==> src/rtl/av2_coeff_pkg.sv <==
// Shared types and constants for the coefficient token decoder.
// The 6-bit tx_size port cannot hold 64, so the value 64 truncated to 6 bits (0) selects W=64.
package av2_coeff_pkg;

  localparam int MAX_TX       = 64;
  localparam int AW           = 12;   // log2(MAX_TX*MAX_TX)
  localparam int IW           = AW + 1;
  localparam int QSTEP_OFFSET = 4;
  localparam int COEFF_MAX    = 32767;

  typedef enum logic [2:0] {
    ST_IDLE, ST_GET_EOB, ST_GET_LVL, ST_EMIT, ST_SUMMARY, ST_DONE
  } state_e;

  typedef struct packed {
    logic        sign;
    logic [14:0] mag;
  } level_t;

  localparam logic [5:0] TX_4  = 6'd4;
  localparam logic [5:0] TX_8  = 6'd8;
  localparam logic [5:0] TX_16 = 6'd16;
  localparam logic [5:0] TX_32 = 6'd32;
  localparam logic [5:0] TX_64 = 6'd0;

  function automatic logic [2:0] tx_log2(input logic [5:0] tx_size);
    case (tx_size)
      TX_4:    tx_log2 = 3'd2;
      TX_8:    tx_log2 = 3'd3;
      TX_16:   tx_log2 = 3'd4;
      TX_32:   tx_log2 = 3'd5;
      TX_64:   tx_log2 = 3'd6;
      default: tx_log2 = 3'd4;
    endcase
  endfunction

endpackage

==> src/rtl/av2_coeff_dequant.sv <==
// Sign/magnitude level to saturated signed coefficient: level * q, clamped to +-COEFF_MAX.
module av2_coeff_dequant
  import av2_coeff_pkg::*;
(
  input  logic [15:0] symbol_i,
  input  logic [8:0]  q_i,
  output logic [15:0] coeff_o
);

  level_t      lvl;
  logic [23:0] prod;
  logic [14:0] sat;

  assign lvl  = level_t'(symbol_i);
  assign prod = {9'd0, lvl.mag} * {15'd0, q_i};
  assign sat  = (prod > 24'(COEFF_MAX)) ? 15'(COEFF_MAX) : prod[14:0];
  // Negating a zero magnitude yields 0, so a signed zero never escapes.
  assign coeff_o = lvl.sign ? (-{1'b0, sat}) : {1'b0, sat};

endmodule

==> src/rtl/av2_coeff_token_decoder.sv <==
// Turns an EOB symbol plus level symbols into a full block of scan-ordered,
// dequantised coefficients, zero-filling positions at or beyond EOB.
module av2_coeff_token_decoder
  import av2_coeff_pkg::*;
(
  input  logic        clk,
  input  logic        rst_n,
  input  logic        start_i,
  input  logic [5:0]  tx_size_i,
  input  logic [3:0]  tx_type_i,
  input  logic [7:0]  qindex_i,
  input  logic [15:0] context_idx_i,
  input  logic [15:0] context_prob_i,
  input  logic [15:0] decoded_symbol_i,
  input  logic        symbol_valid_i,
  output logic        symbol_ready_o,
  output logic [15:0] coeff_out_o,
  output logic [11:0] coeff_addr_o,
  output logic        coeff_valid_o,
  input  logic        coeff_ready_i,
  output logic [15:0] num_coeffs_o,
  output logic        coeffs_valid_o,
  input  logic        coeffs_ready_i,
  output logic        done_o
);

  state_e        state_q, state_d;
  logic [2:0]    lg_q, lg_d;
  logic [8:0]    q_q, q_d;
  logic          col_q, col_d;
  logic [IW-1:0] idx_q, idx_d, eob_q, eob_d;
  logic [15:0]   num_q, num_d, coeff_q, coeff_d;

  logic [IW-1:0] n_blk, mask, idx_nxt, eob_sym, addr;
  logic [15:0]   lvl_coeff;
  logic          unused_ctx;

  assign unused_ctx = ^{context_idx_i, context_prob_i};

  assign n_blk   = IW'(1) << {lg_q, 1'b0};
  assign mask    = (IW'(1) << lg_q) - IW'(1);
  assign idx_nxt = idx_q + IW'(1);
  assign eob_sym = (decoded_symbol_i > 16'(n_blk)) ? n_blk : decoded_symbol_i[IW-1:0];

  // Column-major transposes (row, col) of the scan index; W is a power of two.
  assign addr = col_q ? (((idx_q & mask) << lg_q) | (idx_q >> lg_q)) : idx_q;

  av2_coeff_dequant u_dequant (
    .symbol_i (decoded_symbol_i),
    .q_i      (q_q),
    .coeff_o  (lvl_coeff)
  );

  always_ff @(posedge clk or negedge rst_n) begin
    if (!rst_n) begin
      state_q <= ST_IDLE;
      lg_q    <= '0;
      q_q     <= '0;
      col_q   <= 1'b0;
      idx_q   <= '0;
      eob_q   <= '0;
      num_q   <= '0;
      coeff_q <= '0;
    end else begin
      state_q <= state_d;
      lg_q    <= lg_d;
      q_q     <= q_d;
      col_q   <= col_d;
      idx_q   <= idx_d;
      eob_q   <= eob_d;
      num_q   <= num_d;
      coeff_q <= coeff_d;
    end
  end

  always_comb begin
    state_d = state_q;
    lg_d    = lg_q;
    q_d     = q_q;
    col_d   = col_q;
    idx_d   = idx_q;
    eob_d   = eob_q;
    num_d   = num_q;
    coeff_d = coeff_q;
    case (state_q)
      ST_IDLE: if (start_i) begin
        lg_d    = tx_log2(tx_size_i);
        q_d     = {1'b0, qindex_i} + 9'(QSTEP_OFFSET);
        col_d   = |tx_type_i;
        idx_d   = '0;
        state_d = ST_GET_EOB;
      end
      ST_GET_EOB: if (symbol_valid_i) begin
        eob_d = eob_sym;
        num_d = 16'(eob_sym);
        if (eob_sym == '0) begin
          coeff_d = '0;
          state_d = ST_EMIT;
        end else begin
          state_d = ST_GET_LVL;
        end
      end
      ST_GET_LVL: if (symbol_valid_i) begin
        coeff_d = lvl_coeff;
        state_d = ST_EMIT;
      end
      ST_EMIT: if (coeff_ready_i) begin
        idx_d = idx_nxt;
        if (idx_q == n_blk - IW'(1))  state_d = ST_SUMMARY;
        else if (idx_nxt < eob_q)     state_d = ST_GET_LVL;
        else                          coeff_d = '0;
      end
      ST_SUMMARY: if (coeffs_ready_i) state_d = ST_DONE;
      ST_DONE:    state_d = ST_IDLE;
      default:    state_d = ST_IDLE;
    endcase
  end

  assign symbol_ready_o = (state_q == ST_GET_EOB) || (state_q == ST_GET_LVL);
  assign coeff_valid_o  = (state_q == ST_EMIT);
  assign coeff_out_o    = coeff_q;
  assign coeff_addr_o   = addr[AW-1:0];
  assign num_coeffs_o   = num_q;
  assign coeffs_valid_o = (state_q == ST_SUMMARY);
  assign done_o         = (state_q == ST_DONE);

endmodule

==> config.mk <==
export PLATFORM = sky130hd
export DESIGN_NAME = av2_coeff_token_decoder
export DESIGN_NICKNAME = d
export VERILOG_FILES = /design/src/rtl/av2_coeff_pkg.sv /design/src/rtl/av2_coeff_dequant.sv /design/src/rtl/av2_coeff_token_decoder.sv
export SDC_FILE = /design/constraint.sdc
export NUM_CORES = 1
export LEC_CHECK = 0
export ABC_AREA = 1
export BUFFER_PORTS_ARGS = -buffer_cell sky130_fd_sc_hd__clkbuf_2
export CORE_ASPECT_RATIO = 0.75
export CORE_UTILIZATION = 28
export DETAILED_ROUTE_END_ITERATION = 10
export GPL_ROUTABILITY_DRIVEN = 1
export PLACE_DENSITY = 0.54
export SLEW_MARGIN = 40
export SYNTH_ARGS = -nofsm -noshare
export SYNTH_HDL_FRONTEND = slang
export SYNTH_SLANG_ARGS = --single-unit
==> constraint.sdc <==
create_clock -name clk -period 10.5 [get_ports clk]
set_clock_uncertainty 0.1 [all_clocks]
set_input_delay 1.575 -clock clk [delete_from_list [all_inputs] [get_ports clk]]
set_output_delay 1.575 -clock clk [all_outputs]
set_load 0.02 [all_outputs]
=== Word-level counts from Yosys, hierarchy flattened ===
Cells that the tools add are included.

* Add/sub/neg operators: 5
* Multiply operators: 1
* Magnitude comparators: 3
* Eq/ne operators: 18
* Shifts and indexed selects: 4
* Multiplexer cells: 24
* Bitwise gates (word level): 2
* Reduce and logical (&&, ||, !) cells: 12

{| class="wikitable"
|+ Operators with widths
! kind !! count
|-
| 16-bit 2-to-1 mux || 7
|-
| 16-bit one-hot mux with 3 select lines || 1
|-
| 13-bit 2-to-1 mux || 3
|-
| 13-bit one-hot mux with 2 select lines || 1
|-
| 24-bit by 15-bit > comparator with 1-bit output, second input constant || 1
|-
| 15-bit by 9-bit multiplier with 24-bit output || 1
|-
| 3-bit 2-to-1 mux || 7
|-
| 16-bit by 13-bit > comparator with 1-bit output || 1
|-
| 15-bit negation with 16-bit output || 1
|-
| 15-bit 2-to-1 mux || 1
|-
| 3-bit one-hot mux with 5 select lines || 1
|-
| 13-bit by 1-bit adder with 13-bit output, second input constant || 1
|-
| 13-bit AND || 1
|-
| 13-bit equality test || 1
|-
| 13-bit zero test || 1
|-
| 13-bit < comparator || 1
|-
| 1-bit by 3-bit << shifter with 13-bit output, first input constant || 1
|-
| 1-bit by 4-bit << shifter with 13-bit output, first input constant || 1
|-
| 13-bit by 3-bit << shifter with 12-bit output || 1
|-
| 13-bit by 3-bit right shift with 12-bit output || 1
|-
| 13-bit by 1-bit subtractor with 13-bit output, second input constant || 1
|-
| 13-bit by 2-bit subtractor with 13-bit output, second input constant || 1
|-
| 12-bit 2-to-1 mux || 1
|-
| 2-bit inequality test, second input constant || 6
|-
| other kinds (22) || 26
|}

* Register bits after elaboration: 58
* Bits of input ports: 72
* Output and inout port bits: 48
* Logic and storage cells: 76

=== Depth between registers and ports, before layout ===
* Word-level depth: 7
* Gate-level depth with buffers: 40

=== Hierarchy ===
Synthesis repeated with hierarchy kept, for this count alone.

* Cells, all modules: 1496
* Area total of the unflattened synthesis: 9799.4 sq um

{| class="wikitable"
|+ Modules (own cells, without submodules)
! module !! times used !! cells each !! area an instance (sq um) !! seq. area each (sq um)
|-
| av2_coeff_dequant || 1 || 794 || 5121.2 || 0.0
|-
| av2_coeff_token_decoder || 1 || 702 || 4678.2 || 1451.4
|}

=== Worst setup path after synthesis ===
No wires, ideal clock.

* Path type: input-to-reg
* Start point: input decoded_symbol_i[9]
* End point: register coeff_q[10] (netlist: coeff_out_o[10])
* Library setup time: 0.117 ns
* Arrival time: 6.676 ns
* Required time: 10.283 ns
* Setup slack: 3.607 ns
* Stages on the path: 36
* Cell sequence: clkbuf_1 -> nand2_1 -> inv_1 -> fa_1 -> inv_1 -> fa_1 -> inv_1 -> fa_1 -> inv_1 -> fa_1 -> inv_1 -> ha_1 -> nand2_1 -> inv_1 -> nand2_1 -> nand3_1 -> a21oi_1 -> nand2_1 -> nand2_1 -> nand2_1 -> nor2_1 -> nand3_1 -> nor2_4 -> buf_6 -> inv_2 -> nor2_1 -> ha_1 -> inv_1 -> nor2_1 -> nand3_1 -> nor2_1 -> nand2_1 -> nand2_1 -> nand4_1 -> nand3_1 -> nand2_1

* Cells in the longest elaborated chain, start to end: 7

{| class="wikitable"
|+ Ends and longest elaborated chain
! item !! line !! text
|-
| start: declaration || av2_coeff_token_decoder.sv:14 || <nowiki>input logic [15:0] decoded_symbol_i,</nowiki>
|-
| 15-bit by 9-bit multiplier with 24-bit output || av2_coeff_dequant.sv:15 || <nowiki>assign prod = {9'd0, lvl.mag} * {15'd0, q_i};</nowiki>
|-
| 24-bit by 15-bit > comparator with 1-bit output || av2_coeff_dequant.sv:16 || <nowiki>assign sat = (prod > 24'(COEFF_MAX)) ? 15'(COEFF_MAX) : prod[14:0];</nowiki>
|-
| 15-bit 2-to-1 mux || av2_coeff_dequant.sv:16 ||
|-
| 15-bit negation with 16-bit output || av2_coeff_dequant.sv:18 || <nowiki>assign coeff_o = lvl.sign ? (-{1'b0, sat}) : {1'b0, sat};</nowiki>
|-
| 16-bit 2-to-1 mux || av2_coeff_dequant.sv:18 ||
|-
| 16-bit 2-to-1 mux || av2_coeff_token_decoder.sv:103 || <nowiki>ST_GET_LVL: if (symbol_valid_i) begin</nowiki>
|-
| 16-bit one-hot mux with 3 select lines || av2_coeff_token_decoder.sv:85 || <nowiki>case (state_q)</nowiki>
|-
| end signal: assignment || av2_coeff_token_decoder.sv:72 || <nowiki>coeff_q <= coeff_d;</nowiki>
|-
| end: declaration || av2_coeff_token_decoder.sv:32 || <nowiki>logic [15:0] num_q, num_d, coeff_q, coeff_d;</nowiki>
|}

Several ways; a longest one is shown, not always the timed one. The select of a mux whose other input is x is not followed.
A chain may end at the register's enable or synchronous reset.

=== Worst setup path in the final report ===
* Start point: input decoded_symbol_i[1]
* End point: register coeff_q[10] (netlist: coeff_out_o[10])

The elaborated chain is that of the path after synthesis.

==> results.yml <==
status:
  status: "finished, violations left"
  failed_checks: "DRC"
worst_hold_path:
  holdPathEnd: "coeff_out_o[8]"
  min_from: "coeff_out_o[8]"
  min_path_type: "register to register"
  holdPathStages: 2
clock_tree:
  htree_levels: 3
  clk_latency_ns: 0.35
  cts_buffer_depth: 2
  cts.sinks: 58
  cts_tree: "built"
  post_cts_resized: 0
  cts_buffers: 9
  cts_setup_buffers: 0
  cts_root_buf: "clkbuf_16"
  cts.clk_slew.worst_paths_ns: 0.06
  cts_hold_buffers: 0
worst_setup_path:
  critPathMaxStageDelay_ns: 0.55
  critical-path-slowest-cell: "fa_1"
  cp.arrival_ns: 7.64
  worst_setup_path_end_kind: "register"
  startpoint_type: "primary input"
  worstPathRequired_ns: 10.64
  r2r_slack_ns: 3.67
  r2r_end: "coeff_out_o[10]"
  path_class: "primary input to register"
  cp_max_fo: 18
  ff2ff_path_depth: 30
  path_common_cell: "nand2_1"
  worstReg2RegStart: "q_q[5]"
final_layout:
  syn2layout_area_growth_pct: 11.0
  instances_no_fill: 1933
  multi_input_area_sq_um: 6480
  fillers: 3681
  ff_latch_area_sq_um: 1450
  n_antenna_cell: 0
  nets: 1710
  layout-drive-gt1-share: 0.0809
timing:
  slew_viol_final: 0
  worst-slew-pin-transition_ns: 0.788
  finalHoldViolCount: 0
  setup-violations-final: 0
  period_minus_slack_ns: 7.50
  max_freq_mhz: 133
  rsz0062_at_grt: "no"
  setup_tns_ns: 0
  maxSlewHeadroom: 0.475
  period_share: 0.714
drt:
  drtIter0Drc: 568
  vias_per_cell: 4.59
  ant_nets: 0
  wl_per_cell_microns: 14.1
  routed-via-count: 8863
  dr.pass1.iters: 8
  wl_mm: 27.2
  drc: 1
floorplanning:
  die_w_microns: 215
  die_y_microns: 162
  io_pins: 120
  initial_core_util: 0.284
  num_rows: 58
  core_sq_um: 33500
  die_area_sq_um: 34700
place:
  placed_cells: 1917
  portBuffers: 84
  dp_hpwl_mm: 22.1
  gp_congestion: 0.916
global_routing:
  grt_pass1_wl_mm: 45.4
  antenna_found_initial: 0
  first_global_vias: 8775
  grt_max_degree: 59
  grt_overflow: 0
  grt.total_usage: 0.164
yosys:
  synth_area_sq_um: 9500
  synth_ff_type: "dfrtp_1"
  yosysSeqAreaShare: 0.153
  syn_area_per_cell_sq_um: 6.61
  yosys_warnings: 0
  synthCells: 1437
  synth_edf_count: 0
  ys_ff_latch: 58
  ys_types: 54
  async_flop_share: 1.00
flow_run:
  drv_cap: 0
critical path, delay by kind of cell:
family / cells / cell delay (ns)
buffers and inverters: 6 / 0.70
adders and majority gates: 6 / 2.64
and+or+nand+nor: 19 / 2.69
cells in the final DEF (no fill, tap or decap), drive strengths merged, types with 2 or more instances in the layout:
master | netlist | routed
nand2 | 418 | 418
inv | 347 | 347
clkbuf | 45 | 93
fa | 92 | 92
o21ai | 86 | 86
nand3 | 83 | 83
nor2 | 76 | 76
ha | 68 | 68
dfrtp | 58 | 58
a21oi | 26 | 26
xor2 | 25 | 25
nor3 | 18 | 18
o22ai | 14 | 14
nand4 | 11 | 11
clkinv | 3 | 8
xnor2 | 7 | 7
o211ai | 6 | 6
nand3b | 6 | 6
nor4 | 5 | 5
a31oi | 4 | 4
mux2i | 4 | 4
a22oi | 3 | 3
conb | 1 | 3
and2 | 2 | 2
o311ai | 2 | 2
o21a | 2 | 2
o41ai | 2 | 2
buf | 13 | 2
how the worst max path moves through the flow:
stage	start	end	slack, ns	cells past startpoint
finish	decoded_symbol_i[1]	coeff_out_o[10]	3.00	31
floorplan	decoded_symbol_i[9]	coeff_out_o[10]	3.61	36
global route	decoded_symbol_i[9]	coeff_out_o[10]	2.38	36
detailed placement	decoded_symbol_i[1]	coeff_out_o[10]	2.68	31
CTS	decoded_symbol_i[1]	coeff_out_o[10]	3.04	31
global placement	decoded_symbol_i[9]	coeff_out_o[10]	2.70	34
cell families (layout without fill, tap and decap cells):
family	count (synthesis)	after routing	synth area share
other cells	1	3	0.000395
xor+xnor	32	32	0.0295
buf+inv	408	452	0.166
flops	58	58	0.153
simple gates	621	621	0.273
compound gates	153	153	0.0909
mux	4	4	0.00422
fa+ha+maj	160	160	0.283
Yosys cell counts (14+ instances only):
cell / number / share of area
nand2_1: 416 / 0.16
inv_1: 344 / 0.14
fa_1: 92 / 0.19
nand3_1: 82 / 0.043
o21ai_0: 82 / 0.043
nor2_1: 71 / 0.028
ha_1: 68 / 0.090
dfrtp_1: 58 / 0.15
clkbuf_1: 45 / 0.018
a21oi_1: 25 / 0.013
xor2_1: 25 / 0.023
nor3_1: 16 / 0.0084
o22ai_1: 14 / 0.0092
state kept, by name, indices dropped and copies added, names as in the netlist:
| signal | flops |
|---|---|
| state_q | 3 |
| idx_q | 13 |
| coeff_out_o | 16 |
| col_q | 1 |
| eob_q | 13 |
| lg_q | 3 |
| q_q | 9 |
cell type report:
class                           instances  share of cell area
Tap cell                              450              0.0534
Multi-Input combinational cell        973               0.615
Clock buffer                            9              0.0214
Clock inverter                          7             0.00664
Inverter                              350               0.125
Sequential cell                        58               0.138
Timing Repair Buffer                   86              0.0416
routing by layer:
layer / vias to the layer above / wire length (microns) / track usage
li1: 4439 / - / -
met1: 4193 / 14000 / 0.239
met2: 219 / 11600 / 0.253
met3: 12 / 1390 / 0.0298
met4: 0 / 159 / 0.0279
met5: - / 0 / 0
through the flow:
step                worst slack [ns]   util  hold slack [ns]  cell area, sq um
finish                          3.00  0.315            0.378             10500
global placement                2.70  0.306            0.368             10200
global route                    2.38  0.315            0.397             10500
CTS                             3.04  0.315            0.381             10500
detailed placement              2.68  0.306            0.365             10200
floorplan                       3.61      -            0.397              9510
Power is left out: the tool's default activity adds up to more than one toggle a clock period on the data nets, which glitch-free logic cannot reach.
